File: config.mk
export PLATFORM = sky130hd
export DESIGN_NAME = ifmap_sp_writer
export DESIGN_NICKNAME = d
export VERILOG_FILES = /design/src/rtl/ifmap_sp_writer_pkg.sv /design/src/rtl/ifmap_sp_writer_ptr_wrap.sv /design/src/rtl/ifmap_sp_writer.sv
export SDC_FILE = /design/constraint.sdc
export NUM_CORES = 1
export LEC_CHECK = 0
export BUFFER_PORTS_ARGS = -buffer_cell sky130_fd_sc_hd__buf_2
export CAP_MARGIN = 10
export CELL_PAD_IN_SITES_DETAIL_PLACEMENT = 1
export CELL_PAD_IN_SITES_GLOBAL_PLACEMENT = 1
export CORE_MARGIN = 2
export CORE_UTILIZATION = 34
export CTS_CLUSTER_SIZE = 25
export DETAILED_ROUTE_END_ITERATION = 10
export PLACE_DENSITY = 0.79
export SYNTH_ARGS = -nofsm -noshare
export SYNTH_HDL_FRONTEND = slang
export SYNTH_SLANG_ARGS = --single-unit
File: constraint.sdc
create_clock -name clk -period 3.9 [get_ports clk]
set_input_delay 0 -clock clk [delete_from_list [all_inputs] [get_ports clk]]
set_output_delay 0 -clock clk [all_outputs]
set_load 0.03 [all_outputs]
File: src/rtl/ifmap_sp_writer_pkg.sv
`default_nettype none
// +----------------------------------------------------------------------+
// | Package : ifmap_sp_pkg                                               |
// | Brief   : Shared state encoding for the ifmap scratchpad writer.     |
// | Rev     : 1.0  initial release                                       |
// +----------------------------------------------------------------------+
package ifmap_sp_pkg;

  localparam int STATE_W = 2;

  // Writer control states.
  // The encoded values are fixed so that they can be observed from outside the block.
  typedef enum logic [STATE_W-1:0] {
    IDLE = 2'd0,
    FILL = 2'd1,
    DONE = 2'd2
  } state_t;

endpackage : ifmap_sp_pkg
`default_nettype wire

File: src/rtl/ifmap_sp_writer_ptr_wrap.sv
`default_nettype none
// +----------------------------------------------------------------------+
// | Module  : sp_ptr_wrap                                                |
// | Brief   : Circular pointer add, (ptr + inc) mod NUM_REG, inc<=NUM_REG |
// | Rev     : 1.0  initial release                                       |
// +----------------------------------------------------------------------+
module sp_ptr_wrap #(
  parameter int NUM_REG    = 12,
  parameter int ADDR_WIDTH = 4
) (
  input  logic [ADDR_WIDTH-1:0] ptr,
  input  logic [ADDR_WIDTH:0]   inc,
  output logic [ADDR_WIDTH-1:0] sum
);

  localparam logic [ADDR_WIDTH:0] C_NUM_REG = (ADDR_WIDTH+1)'(NUM_REG);

  // ptr < NUM_REG and inc <= NUM_REG, so the raw sum is below 2*NUM_REG.
  // This means a single conditional subtract gives the modulo.
  // One extra bit holds the raw sum without overflow.
  logic [ADDR_WIDTH:0] w_raw;

  assign w_raw = {1'b0, ptr} + inc;

  // Fold back into the [0, NUM_REG) range.
  always_comb begin
    sum = ADDR_WIDTH'(w_raw);
    if (w_raw >= C_NUM_REG) begin
      sum = ADDR_WIDTH'(w_raw - C_NUM_REG);
    end
  end

endmodule : sp_ptr_wrap
`default_nettype wire

File: src/rtl/ifmap_sp_writer.sv
`default_nettype none
// +----------------------------------------------------------------------+
// | Module  : ifmap_sp_writer                                            |
// | Brief   : Fills a circular input-feature-map scratchpad from a       |
// |           valid/ready stream and tracks reader releases.             |
// | Rev     : 1.0  initial release                                       |
// +----------------------------------------------------------------------+
module ifmap_sp_writer
  import ifmap_sp_pkg::*;
#(
  parameter int DATA_WIDTH = 16,
  parameter int NUM_REG    = 12,
  parameter int ADDR_WIDTH = 4
) (
  input  logic                  clk,
  input  logic                  rst,
  input  logic                  start,
  input  logic                  in_valid,
  output logic                  in_ready,
  input  logic [DATA_WIDTH-1:0] in_data,
  input  logic                  in_last,
  input  logic                  rel_valid,
  input  logic [ADDR_WIDTH:0]   rel_count,
  output logic                  wen,
  output logic [ADDR_WIDTH-1:0] waddr,
  output logic [DATA_WIDTH-1:0] din,
  output logic [ADDR_WIDTH-1:0] base_addr,
  output logic [ADDR_WIDTH:0]   count,
  output logic                  full,
  output logic                  done,
  output logic                  rel_err
);

  localparam logic [ADDR_WIDTH:0] C_NUM_REG = (ADDR_WIDTH+1)'(NUM_REG);

  state_t                r_state;
  state_t                w_state_next;
  logic [ADDR_WIDTH-1:0] r_wptr;
  logic [ADDR_WIDTH-1:0] r_base;
  logic [ADDR_WIDTH:0]   r_count;
  logic                  r_rel_err;

  logic                  w_accept;
  logic [ADDR_WIDTH:0]   w_release;
  logic                  w_over;
  logic [ADDR_WIDTH:0]   w_count_next;
  logic [ADDR_WIDTH-1:0] w_wptr_next;
  logic [ADDR_WIDTH-1:0] w_base_next;

  // The upstream word is accepted only while a stripe is open and a slot is free.
  // A refused word stays on the bus and is not lost.
  assign in_ready  = (r_state == FILL) && (r_count < C_NUM_REG);
  assign w_accept  = in_valid && in_ready;

  assign wen       = w_accept;
  assign waddr     = r_wptr;
  assign din       = in_data;
  assign base_addr = r_base;
  assign count     = r_count;
  assign full      = (r_count == C_NUM_REG);
  assign done      = (r_state == DONE);
  assign rel_err   = r_rel_err;

  // Clamp the release to the entries that actually exist.
  // The clamp uses the occupancy before this cycle's write.
  always_comb begin
    w_release = '0;
    w_over    = 1'b0;
    if (rel_valid) begin
      if (rel_count > r_count) begin
        w_release = r_count;
        w_over    = 1'b1;
      end else begin
        w_release = rel_count;
      end
    end
  end

  assign w_count_next = r_count + {{ADDR_WIDTH{1'b0}}, w_accept} - w_release;

  sp_ptr_wrap #(
    .NUM_REG    (NUM_REG),
    .ADDR_WIDTH (ADDR_WIDTH)
  ) u_wptr_wrap (
    .ptr (r_wptr),
    .inc ({{ADDR_WIDTH{1'b0}}, w_accept}),
    .sum (w_wptr_next)
  );

  sp_ptr_wrap #(
    .NUM_REG    (NUM_REG),
    .ADDR_WIDTH (ADDR_WIDTH)
  ) u_base_wrap (
    .ptr (r_base),
    .inc (w_release),
    .sum (w_base_next)
  );

  // Stripe control.
  // A start pulse is only honoured between stripes.
  always_comb begin
    w_state_next = r_state;
    case (r_state)
      IDLE:    if (start) w_state_next = FILL;
      FILL:    if (w_accept && in_last) w_state_next = DONE;
      DONE:    if (start) w_state_next = FILL;
      default: w_state_next = IDLE;
    endcase
  end

  // State register.
  always_ff @(posedge clk or posedge rst) begin
    if (rst) begin
      r_state <= IDLE;
    end else begin
      r_state <= w_state_next;
    end
  end

  // Ring pointers and occupancy.
  // These carry over between stripes; only reset clears them.
  always_ff @(posedge clk or posedge rst) begin
    if (rst) begin
      r_wptr    <= '0;
      r_base    <= '0;
      r_count   <= '0;
      r_rel_err <= 1'b0;
    end else begin
      r_wptr  <= w_wptr_next;
      r_base  <= w_base_next;
      r_count <= w_count_next;
      if (w_over) begin
        r_rel_err <= 1'b1;
      end
    end
  end

endmodule : ifmap_sp_writer
`default_nettype wire

# ---- Word level (Yosys, flattened, before mapping)
# Cells that the tools add are included.
dict set report classes {
  n_reduce_logical 6
  mux 9
  n_lt_le_gt_ge 4
  addsub 6
  n_eq_ne 5
}
# operator count
set ops {}
lappend ops {{$ge 5x4->1 const B} 2}
lappend ops {{$mux 5} 2}
lappend ops {{$mux 4} 2}
lappend ops {{$sub 4x4->4 const B} 2}
lappend ops {{$add 4x1->5} 1}
lappend ops {{$add 4x5->5} 1}
lappend ops {{$add 5x1->5} 1}
lappend ops {{$eq 5x4->1 const B} 1}
lappend ops {{$gt 5x5->1} 1}
lappend ops {{$lt 5x4->1 const B} 1}
lappend ops {{$sub 5x5->5} 1}
lappend ops {{$mux 2} 2}
lappend ops {{$ne 2x1->1 const B} 2}
lappend ops {{$pmux 2 s2} 1}
lappend ops {{$logic_and 1x1->1} 3}
lappend ops {{$eq 2x1->1 const B} 1}
lappend ops {{$eq 2x2->1 const B} 1}
lappend ops {{$logic_not 2->1} 1}
lappend ops {{$mux 1} 2}
lappend ops {{$reduce_and 2->1} 1}
lappend ops {{$reduce_or 2->1} 1}
dict set report totals {
  in_bits 27
  out_inout_bits 34
  elab_cells 35
  regBits 16
}

# ---- Logic depth before layout (Yosys ltp)
# Gate-level depths: netlist (run 1).
dict set report logic_depth {
  word_depth 6
  depth_mapped 19
  ltp_nobuf 19
}

# ---- Hierarchy
# A second synthesis (run 1) with hierarchy kept.
dict set report hier_totals {
  hier_cells 155
  area_unflattened_um2 1441.4
}
# module instances seq_area_each_um2 cells_each area_per_inst_um2
set modules_own_cells {}
lappend modules_own_cells {ifmap_sp_writer 1 400.4 105 1043.5}
lappend modules_own_cells {sp_ptr_wrap 2 0.0 25 198.9}

# ---- Worst setup path after synthesis (run 1)
# OpenSTA, ideal clock, no wires.
dict set report synth_path {
  path_type {register -> register}
  start {register r_count[2], in the netlist count[2]}
  end {register r_base[2], in the netlist base_addr[2]}
  t_required_ns 3.821
  path_slack_ns 0.532
  period_less_slack_ns 3.368
  path_buffers 0
  t_arrival_ns 3.288
  stages_incl_launch_ff 19
  setup_ns 0.079
  cell_sequence {dfrtp_1 > inv_1 > ha_1 > o211ai_2 > a21oi_2 > o21ai_2 > nor2_1 > a21oi_1 > nand2b_1 > inv_1 > ha_1 > a21o_1 > a21oi_1 > xor2_1 > inv_1 > ha_1 > nand3b_1 > nor3b_2 > mux2i_1}
}
dict set report synth_via {
  elab_chain_cells 6
  word_cells_on_any_way 7
  classes_between {2 x add/sub; 2 x order compare; 3 x mux}
}
# item line_no
set synth_rtl {}
lappend synth_rtl {{start, declared} ifmap_sp_writer.sv:40} ;# logic [ADDR_WIDTH:0] r_count;
lappend synth_rtl {{start signal, assigned} ifmap_sp_writer.sv:131} ;# r_count <= w_count_next;
lappend synth_rtl {{$gt 5x5->1} ifmap_sp_writer.sv:70} ;# if (rel_count > r_count) begin
lappend synth_rtl {{$mux 5 *} ifmap_sp_writer.sv:70}
lappend synth_rtl {{$mux 5 *} ifmap_sp_writer.sv:69} ;# if (rel_valid) begin
lappend synth_rtl {{$add 4x5->5 *} ifmap_sp_writer_ptr_wrap.sv:23} ;# assign w_raw = {1'b0, ptr} + inc;
lappend synth_rtl {{$sub 4x4->4 or $ge 5x4->1 (tied branches)} {ifmap_sp_writer_ptr_wrap.sv:29, ifmap_sp_writer_ptr_wrap.sv:28}}
lappend synth_rtl {{$mux 4 *} ifmap_sp_writer_ptr_wrap.sv:28} ;# if (w_raw >= C_NUM_REG) begin
lappend synth_rtl {{via u_base_wrap.sum[2]} ifmap_sp_writer_ptr_wrap.sv:13} ;# output logic [ADDR_WIDTH-1:0] sum
lappend synth_rtl {{end signal, assigned} ifmap_sp_writer.sv:130} ;# r_base <= w_base_next;
lappend synth_rtl {{end, declared} ifmap_sp_writer.sv:39} ;# logic [ADDR_WIDTH-1:0] r_base;
# The timed path passes the listed nets; every way through them passes the cells marked *.
# A chain may end at the register's enable or synchronous reset.

# ---- Final worst setup path (run 1)
dict set report layout_path {
  start {register r_count[4], in the netlist count[4]}
  end {register r_base[3], in the netlist base_addr[3]}
}
# The elaborated chain is that of the path after synthesis.

==> results of run 1 <==
path summary, 6_finish.rpt:
kind	endpoint	slack, ps	startpoint
hold reg to reg	rel_err	490	rel_err
setup reg to reg	base_addr[3]	330	count[4]
setup / recovery	base_addr[3]	330	count[4]
min in group asynchronous	waddr[1]	390	rst
hold / removal	din[0]	0.01	in_data[0]
max in group asynchronous	base_addr[0]	3100	rst
flip-flops by register name, summed over array words and instances (netlist names):
signal,count
count,5
rel_err,1
base_addr,4
waddr,4
r_state,2
where the power goes:
part	switching (uW)	leakage, uW	internal, uW
Sequential	79.1	0.000190	257
Clock	58.5	0.0000288	89.5
Combinational	701	0.000640	492
Total	839	0.000858	838
layout by cell type (no fill, tap or decap), types with 2 or more instances in the layout:
cell type | synthesis | final
nor2_1 | 10 | 10
inv_1 | 25 | 25
dfrtp_1 | 16 | 16
a21o_1 | 5 | 5
o21ai_0 | 3 | 3
buf_2 | 0 | 28
clkbuf_8 | 0 | 4
xnor2_1 | 7 | 7
dlygate4sd3_1 | 0 | 2
fa_1 | 2 | 2
nand2_1 | 8 | 8
ha_1 | 21 | 21
nand3_1 | 2 | 2
nand2b_1 | 6 | 6
a21oi_1 | 12 | 12
cell families (layout without fill, tap and decap cells):
kind of cell	Yosys count	count (layout)	synth area share [%]
AO/OA/AOI/OAI	33	33	16.05
adder cells (fa/ha/maj)	23	23	21.45
XOR/XNOR	8	8	4.965
multiplexers	1	1	0.7092
AND/OR/NAND/NOR	36	36	13.30
buffers and inverters	41	59	15.16
flip-flops	16	16	28.37
final cells by class:
class	instances	share of cell area, %
multi-input combinational	101	51.03
sequential	16	25.40
timing repair buffer	30	10.16
inverter	25	5.952
tap	50	3.968
clock buffer	4	3.492
repair_timing:
action | CTS | global route
hold endpoints to repair | 17 | 0
hold buffers | 2 | 0
resized for setup | 0 | 1
endpoints found under the setup margin | 0 | 2
metrics by stage:
step | area [sq um] | power (uW) | utilization [%] | worst slack, ps | hold WS (ps)
floorplan | 1411 | 1259 | - | 532.1 | -86.26
global placement | 1494 | 1488 | 37.35 | 470.5 | 0.2048
detailed placement | 1494 | 1538 | 37.35 | 301.9 | 0.2048
CTS | 1569 | 1699 | 39.22 | 281.9 | 0.2048
global route | 1577 | 1856 | 39.41 | 26.22 | 0.04430
finish | 1577 | 1677 | 39.41 | 332.4 | 0.009652
worst max-delay path: cells and delay by family (launching register included):
family | cells | cell delay [ps]
simple gates | 4 | 450
xor+xnor | 1 | 250
flops | 1 | 430
compound gates | 7 | 1330
fa+ha+maj | 3 | 780
buf+inv | 3 | 250
metal layers:
layer | part of all wire, % | GRT usage [%] | vias up
met2 | 49 | 27.88 | 26
met5 | 0 | 0 | -
met3 | 4.6 | 2.303 | 2
met1 | 45 | 19.58 | 535
met4 | 0.84 | 3.750 | 0
li1 | - | - | 547
==> flow_metrics.env, run 1 <==
export IMPL_outcome="completed"
export IMPL_nets=227
export IMPL_synth_cells=158
export IMPL_finalNonFillerCells=226
export IMPL_p_leak_uw=0.0008585
export IMPL_grt_start_max_net_pins=17
export IMPL_rows=23
export IMPL_ir_drop_uv=426.1
export IMPL_cp_max_fo=9
export IMPL_track_usage_pct=15.63
export IMPL_cts_root_buf="clkbuf_8"
export IMPL_core_area_sq_um=4000
export IMPL_reg2reg_depth=18
export IMPL_slew_limit_headroom_pct=56.58
export IMPL_syn_area_per_cell_sq_um=8.933
export IMPL_yosysMostFrequentCell="inv_1"
export IMPL_syn_nets=208
export IMPL_ff_latch_area_sq_um=400.4
export IMPL_synthArstFlopShare_pct=100.0
export IMPL_min_path_cells=0
export IMPL_routed_via_count=1110
export IMPL_dpl_hpwl_mm=2.701
export IMPL_synth_enable_flop_cells=0
export IMPL_grt_pass1_vias=1200
export IMPL_clock_latency_ps=250
export IMPL_cts_tree="built"
export IMPL_drcViolationCount=0
export IMPL_critical_path_required_ps=4060
export IMPL_period_share_pct=91.48
export IMPL_crit_path_start_kind="flip-flop"
export IMPL_io_pins=61
export IMPL_ys_warn_count=0
export IMPL_grt_overflow=0
export IMPL_htreeDepth=1
export IMPL_worstPathCellList="inv_1 > ha_1 > a21o_1 > o21ai_4 > nor2_1 > a21oi_1 > nand2b_1 > inv_1 > ha_1 > a21o_1 > a21oi_1 > xor2_1 > inv_1 > ha_1 > nand3b_1 > nand2b_1 > o31ai_1 > a21boi_1"
export IMPL_slowest_stage="dfrtp_1"
export IMPL_placedCellCount=220
export IMPL_die_width_um=68.43
export IMPL_synth_area_sq_um=1411
export IMPL_syn2layout_area_growth_pct=11.70
export IMPL_yosys_top_cells_count="inv_1 (25), ha_1 (21), buf_4 (16), dfrtp_1 (16), a21oi_1 (12)"
export IMPL_n_antenna_cell=0
export IMPL_synthDistinctLibCells=38
export IMPL_gp_congestion=0.8263
export IMPL_synth_top_area_share_pct=28.37
export IMPL_seq_area_frac_synth_pct=28.37
export IMPL_synth_seq_cells=16
export IMPL_ys_flop_type="dfrtp_1"
export IMPL_yosys_area_top_type="dfrtp_1"
export IMPL_via_per_inst=4.912
export IMPL_synth_area_leaders="dfrtp_1 (28%), ha_1 (19%), buf_4 (8.5%)"
export IMPL_hold_class="primary input to primary output"
export IMPL_worst_setup_path_end_kind="flip-flop"
export IMPL_drive_above_1_share_pct=21.02
export IMPL_path_class="flip-flop to flip-flop"
export IMPL_dieArea_sq_um=4683
export IMPL_cts_buffer_depth=2
export IMPL_cts_sinks=16
export IMPL_hold_viol_final=0
export IMPL_start_util_pct=35.28
export IMPL_multiInputGateArea_sq_um=804.5
export IMPL_period_needed_ps=3568
export IMPL_drv_slew=0
export IMPL_max_slew_worst_pin_slew_ps=650.6
export IMPL_die_y_um=68.43
export IMPL_post_cts_buffers=0
export IMPL_port_buffers=28
export IMPL_drv_cap=0
export IMPL_wl_per_cell_um=14.19
export IMPL_wl_mm=3.207
export IMPL_grt_pass1_wl_mm=5.457
export IMPL_drtIter0Drc=38
export IMPL_ant_nets=0
export IMPL_fill_cells=475
export IMPL_clk_pin_slew_ps=70
export IMPL_crit_arrival_ps=3730
export IMPL_numCtsBuffers=3
export IMPL_rsz0062_at_grt="false"
export IMPL_slowest_delay_ps=430
export IMPL_clock_fmax_ghz=0.2803
export IMPL_fin_skew_ps=4.378
export IMPL_setup_viol=0
export IMPL_powerDensity_nw_per_um2=1064
export IMPL_fin_tns_setup_ps=0
export IMPL_antenna_found_initial=0
export IMPL_drtPass1Iterations=4
(Power assumes the default switching activity.)
==> run 2: changes to the inputs <==
--- a/config.mk
+++ b/config.mk
@@ -5,15 +5,16 @@
 export SDC_FILE = /design/constraint.sdc
 export NUM_CORES = 1
 export LEC_CHECK = 0
-export BUFFER_PORTS_ARGS = -buffer_cell sky130_fd_sc_hd__buf_2
 export CAP_MARGIN = 10
 export CELL_PAD_IN_SITES_DETAIL_PLACEMENT = 1
 export CELL_PAD_IN_SITES_GLOBAL_PLACEMENT = 1
+export CORE_ASPECT_RATIO = 0.9
 export CORE_MARGIN = 2
-export CORE_UTILIZATION = 34
+export CORE_UTILIZATION = 40
 export CTS_CLUSTER_SIZE = 25
 export DETAILED_ROUTE_END_ITERATION = 10
-export PLACE_DENSITY = 0.79
+export DONT_BUFFER_PORTS = 1
+export PLACE_DENSITY = 0.71
 export SYNTH_ARGS = -nofsm -noshare
 export SYNTH_HDL_FRONTEND = slang
 export SYNTH_SLANG_ARGS = --single-unit
==> run 2 against run 1 <==
Setup slack gained 34 ps. Combinational power is 10% lower. Largest power group unchanged. Sequential cell count is the same. Sequential power up 29%. Count of clock-buffer cells in the layout stayed put. First-iteration DRC count shrank 34%. Critical path depth decreased by 1. Highest routed layer unchanged. Routed wire length is 1.8% higher. Clock power hardly changed. Cell area is 3.5% lower.
==> flow_metrics.env, run 2 (same netlist as run 1, synthesis figures left out) <==
export IMPL_routed_via_count=1098
export IMPL_placedCellCount=191
export IMPL_cts_sinks=16
export IMPL_period_share_pct=90.60
export IMPL_final_setup_worst_slack_ps=366.4
export IMPL_finalNonFillerCells=203
export IMPL_nets=210
export IMPL_ir_drop_uv=404.8
export IMPL_clk_pin_slew_ps=60
export IMPL_p_leak_uw=0.0007934
export IMPL_mostFrequentLayoutCells="inv_1 (25), ha_1 (21), dfrtp_1 (14)"
export IMPL_slew_limit_headroom_pct=53.46
export IMPL_ant_nets=0
export IMPL_fin_skew_ps=4.679
export IMPL_worst_setup_path_end_kind="flip-flop"
export IMPL_rsz0062_at_grt="false"
export IMPL_hold_viol_final=0
export IMPL_htreeDepth=1
export IMPL_outcome="completed"
export IMPL_crit_arrival_ps=3710
export IMPL_core_area_sq_um=3378
export IMPL_rrSetupSlack_ps=370
export IMPL_n_antenna_cell=0
export IMPL_via_per_inst=5.409
export IMPL_slowest_stage="dfrtp_2"
export IMPL_max_slew_worst_pin_slew_ps=696.7
export IMPL_antenna_found_initial=0
export IMPL_wl_mm=3.266
export IMPL_grt_overflow=0
export IMPL_drive_above_1_share_pct=11.95
export IMPL_worstPathCellList="inv_1 > ha_1 > o211ai_2 > a21oi_2 > o21ai_4 > buf_4 > nor2_1 > a21oi_1 > nor2_1 > ha_1 > inv_1 > fa_1 > xnor2_1 > ha_1 > nand3b_1 > nor3b_2 > mux2i_1"
export IMPL_grt_start_max_net_pins=17
export IMPL_crit_top_cell="ha_1"
export IMPL_rows=20
export IMPL_drtPass1Iterations=4
export IMPL_cp_max_fo=5
export IMPL_critical_path_required_ps=4080
export IMPL_drv_slew=0
export IMPL_cts_tree="built"
export IMPL_hold_class="primary input to primary output"
export IMPL_grt_pass1_vias=1162
export IMPL_cts_root_buf="clkbuf_8"
export IMPL_final_common_cell="inv_1"
export IMPL_io_pins=61
export IMPL_drcViolationCount=0
export IMPL_grt_pass1_wl_mm=5.326
export IMPL_powerDensity_nw_per_um2=1088
export IMPL_period_needed_ps=3534
export IMPL_numCtsBuffers=3
export IMPL_clock_latency_ps=260
export IMPL_drtIter0Drc=25
export IMPL_start_util_pct=41.78
export IMPL_setup_viol=0
export IMPL_port_buffers=0
export IMPL_fin_tns_setup_ps=0
export IMPL_wl_per_cell_um=16.09
export IMPL_die_width_um=66.62
export IMPL_fill_cells=403
export IMPL_clock_fmax_ghz=0.2830
export IMPL_gp_congestion=0.6987
export IMPL_slowest_delay_ps=480
export IMPL_dp_slack_ps=89.29
export IMPL_crit_start="count[3]"
export IMPL_die_y_um=60.35
export IMPL_largest_register_ffs=5
export IMPL_dieArea_sq_um=4020
export IMPL_drv_cap=0
export IMPL_cts_buffer_depth=2
export IMPL_syn2layout_area_growth_pct=7.801
export IMPL_path_class="flip-flop to flip-flop"
export IMPL_total_power_uw=1656
export IMPL_crit_path_start_kind="flip-flop"
export IMPL_dpl_hpwl_mm=2.587
export IMPL_regToRegStartpoint="count[3]"
export IMPL_worstHoldStart="in_data[12]"
export IMPL_track_usage_pct=17.98
-- run 2: changes by cell type in the layout (fill, tap and decap cells not counted) --
cell / delta
buf_4: +8
dfrtp_2: +2
buf_2: -28
dfrtp_1: -2
dlygate4sd3_1: +3
-- run 2: per-layer routing --
| metal | track usage, % | vias to the layer above | wire (um) |
|---|---|---|---|
| met4 | 12.83 | 0 | 161 |
| li1 | - | 518 | - |
| met3 | 4.453 | 23 | 225 |
| met1 | 20.65 | 521 | 1311 |
| met5 | 0 | - | 0 |
| met2 | 29.71 | 36 | 1567 |
-- run 2: path summary, 6_finish.rpt --
path | endpoint | cells after the start
setup / recovery | base_addr[2] | 17
hold / removal | din[12] | 0
setup reg to reg | base_addr[2] | 17
hold reg to reg | r_state[0] | 1
max in group asynchronous | count[3] | 2
min in group asynchronous | waddr[2] | 2
-- run 2: cell type report --
cell class,instances,area (sq um),share of cell area (%)
clock buffer,4,55.05,3.618
inverter,25,93.84,6.168
multi-input combinational,101,804.5,52.88
sequential,16,402.9,26.48
tap,44,55.05,3.618
timing repair buffer,13,110.1,7.237
-- run 2: timing repair --
| action | in CTS | in global routing |
|---|---|---|
| resized for setup | 0 | 3 |
| hold endpoints to repair | 19 | 0 |
| setup buffers | 0 | 3 |
| setup endpoints to repair | 0 | 2 |
| hold buffers | 5 | 0 |
-- run 2: critical path, delay by kind of cell, from the launching register on --
| kind | cells | cell delay (ps) |
|---|---|---|
| buf+inv | 3 | 310 |
| simple gates | 4 | 640 |
| compound gates | 4 | 480 |
| fa+ha+maj | 4 | 1160 |
| flops | 1 | 480 |
| mux | 1 | 210 |
| xor+xnor | 1 | 190 |
-- run 2: report_power, final --
part / leakage, uW / internal [uW] / switching (uW) / total [uW]
clock network: 0.0000288 / 89.9 / 61.6 / 151
logic: 0.000577 / 489 / 581 / 1070
registers: 0.000188 / 258 / 177 / 435
total: 0.000793 / 837 / 819 / 1660
-- run 2: through the flow --
step / hold WS, ps / area, sq um / utilization [%]
after floorplan: -86.26 / 1411 / -
after global routing: 0.04430 / 1521 / 45.04
final: 0.01321 / 1521 / 45.04
after CTS: 0.3539 / 1489 / 44.07
after global placement: 0.3539 / 1384 / 40.96
after detailed placement: 0.3539 / 1384 / 40.96
==> run 3: changes to the inputs <==
--- a/config.mk
+++ b/config.mk
@@ -8,13 +8,14 @@
 export CAP_MARGIN = 10
 export CELL_PAD_IN_SITES_DETAIL_PLACEMENT = 1
 export CELL_PAD_IN_SITES_GLOBAL_PLACEMENT = 1
-export CORE_ASPECT_RATIO = 0.9
+export CORE_ASPECT_RATIO = 1.1
 export CORE_MARGIN = 2
 export CORE_UTILIZATION = 40
 export CTS_CLUSTER_SIZE = 25
 export DETAILED_ROUTE_END_ITERATION = 10
 export DONT_BUFFER_PORTS = 1
 export PLACE_DENSITY = 0.71
+export RECOVER_POWER = 25
 export SYNTH_ARGS = -nofsm -noshare
 export SYNTH_HDL_FRONTEND = slang
 export SYNTH_SLANG_ARGS = --single-unit
==> run 3 against run 2 <==
Sequential cell count unchanged. Cell area decreased by 2.9%. Critical path depth unchanged. Die area about the same. First-iteration DRC count decreased by 4.0%. Combinational power about the same. Critical path type unchanged. Highest routed layer unchanged.
==> flow_metrics.env, run 3 (same netlist as run 1, synthesis figures left out) <==
export IMPL_track_usage_pct=17.29
export IMPL_rows=22
export IMPL_io_pins=61
export IMPL_ir_drop_uv=354.5
export IMPL_met1_usage_pct=19.16
export IMPL_start_util_pct=42.03
export IMPL_rrSetupSlack_ps=280
export IMPL_final_util_pct=44.00
export IMPL_drtPass1Iterations=4
export IMPL_n_antenna_cell=0
export IMPL_die_y_um=66.30
export IMPL_critical_path_required_ps=4120
export IMPL_cts_tree="built"
export IMPL_wl_mm=3.136
export IMPL_regToRegStartpoint="count[0]"
export IMPL_min_path_cells=0
export IMPL_drive_above_1_share_pct=9.615
export IMPL_r2r_end="base_addr[2]"
export IMPL_finalNonFillerCells=204
export IMPL_grt_pass1_wl_mm=5.188
export IMPL_fin_hold_ws_ps=0.01163
export IMPL_drv_cap=0
export IMPL_path_class="flip-flop to flip-flop"
export IMPL_cts_sinks=16
export IMPL_cts_root_buf="clkbuf_4"
export IMPL_final_common_cell="inv_1"
export IMPL_reg2reg_depth=17
export IMPL_worstHoldStart="in_data[10]"
export IMPL_p_leak_uw=0.0007694
export IMPL_fin_skew_ps=5.422
export IMPL_numCtsBuffers=3
export IMPL_dp_slack_ps=198.0
export IMPL_setup_viol=0
export IMPL_hold_class="primary input to primary output"
export IMPL_hold_end="din[10]"
export IMPL_outcome="completed"
export IMPL_slowest_delay_ps=530
export IMPL_crit_top_cell="ha_1"
export IMPL_nets=208
export IMPL_grt_overflow=0
export IMPL_largest_register_ffs=5
export IMPL_htreeDepth=1
export IMPL_via_per_inst=5.255
export IMPL_period_needed_ps=3617
export IMPL_drtIter0Drc=24
export IMPL_hold_viol_final=0
export IMPL_period_share_pct=92.76
export IMPL_mostFrequentLayoutCells="inv_1 (25), ha_1 (21), dfrtp_1 (15)"
export IMPL_worstPathCellList="ha_1 > and3_1 > nand3_1 > o21ai_4 > nor2_1 > a21oi_1 > nand2b_1 > inv_1 > ha_1 > a21o_1 > a21oi_1 > xor2_1 > inv_1 > ha_1 > nand3b_1 > nor3b_2 > mux2i_1"
export IMPL_clock_fmax_ghz=0.2764
export IMPL_crit_arrival_ps=3830
export IMPL_grt_use_met2_pct=29.30
export IMPL_grtUsageMet3_pct=4.305
export IMPL_worst_setup_path_end_kind="flip-flop"
export IMPL_max_slew_worst_pin_slew_ps=647.2
export IMPL_dpl_hpwl_mm=2.530
export IMPL_syn2layout_area_growth_pct=4.699
export IMPL_crit_path_start_kind="flip-flop"
export IMPL_ant_nets=0
export IMPL_drcViolationCount=0
export IMPL_dieArea_sq_um=4020
export IMPL_grt_start_max_net_pins=17
export IMPL_core_area_sq_um=3358
export IMPL_routed_via_count=1072
export IMPL_port_buffers=0
export IMPL_die_width_um=60.64
export IMPL_grt_busiest_layer="met2"
export IMPL_cp_max_fo=9
export IMPL_clock_latency_ps=290
export IMPL_drv_slew=0
export IMPL_grt_pass1_vias=1230
export IMPL_placedCellCount=195
export IMPL_antenna_found_initial=0
export IMPL_wl_per_cell_um=15.37
export IMPL_slew_limit_headroom_pct=56.77
export IMPL_cts_buffer_depth=2
export IMPL_clk_pin_slew_ps=100
export IMPL_final_setup_worst_slack_ps=282.5
export IMPL_powerDensity_nw_per_um2=1074
export IMPL_gp_congestion=0.9021
export IMPL_slowest_stage="dfrtp_1"
[run 3: final cells by class]
type,instances,area [sq um]
clock buffer,3,22.52
fill,417,1881
inverter,25,93.84
multi-input combinational,101,804.5
sequential,16,401.6
tap,48,60.06
timing repair buffer,11,95.09
[run 3: critical path: cells and delay by family, from the launching register on]
family                     cells  cell delay [ps]
AOI/OAI and AO/OA              4              650
xor gates and xnor gates       1              250
adders and majority gates      3              790
buffers and inverters          2              140
DFF                            1              530
muxes                          1              220
and+or+nand+nor                6              970
[run 3: power by group]
part / switching [uW] / internal [uW] / total (uW)
clock network: 55.4 / 35.9 / 91.2
logic: 585 / 480 / 1060
registers: 176 / 256 / 432
total: 816 / 772 / 1590
[run 3: stage by stage]
step	cell area, sq um	setup TNS, ps	total power, uW
after floorplan	1411	0	1259
after global placement	1389	0	1400
after detailed placement	1389	0	1473
after CTS	1461	0	1579
after global routing	1478	-37.15	1780
final	1478	0	1587
[run 3: layer usage]
metal	vias up	wire length, um	part of all wire [%]
met5	-	0	0
met4	0	99	3.2
met3	18	240	7.7
met2	35	1549	49
met1	513	1246	40
li1	506	-	-
[run 3: worst max path at each step]
stage | startpoint | endpoint | depth (start not counted)
global placement | count[1] | base_addr[2] | 18
floorplan | count[2] | base_addr[2] | 18
finish | count[0] | base_addr[2] | 17
CTS | count[1] | base_addr[2] | 18
global route | count[1] | base_addr[2] | 18
detailed placement | count[1] | base_addr[2] | 18
[run 3: repair_timing]
item / CTS / global route
resized for setup: 0 / 2
endpoints found under the hold margin: 19 / 0
hold buffers: 5 / 0
setup endpoints to repair: 0 / 2
setup buffers: 0 / 1
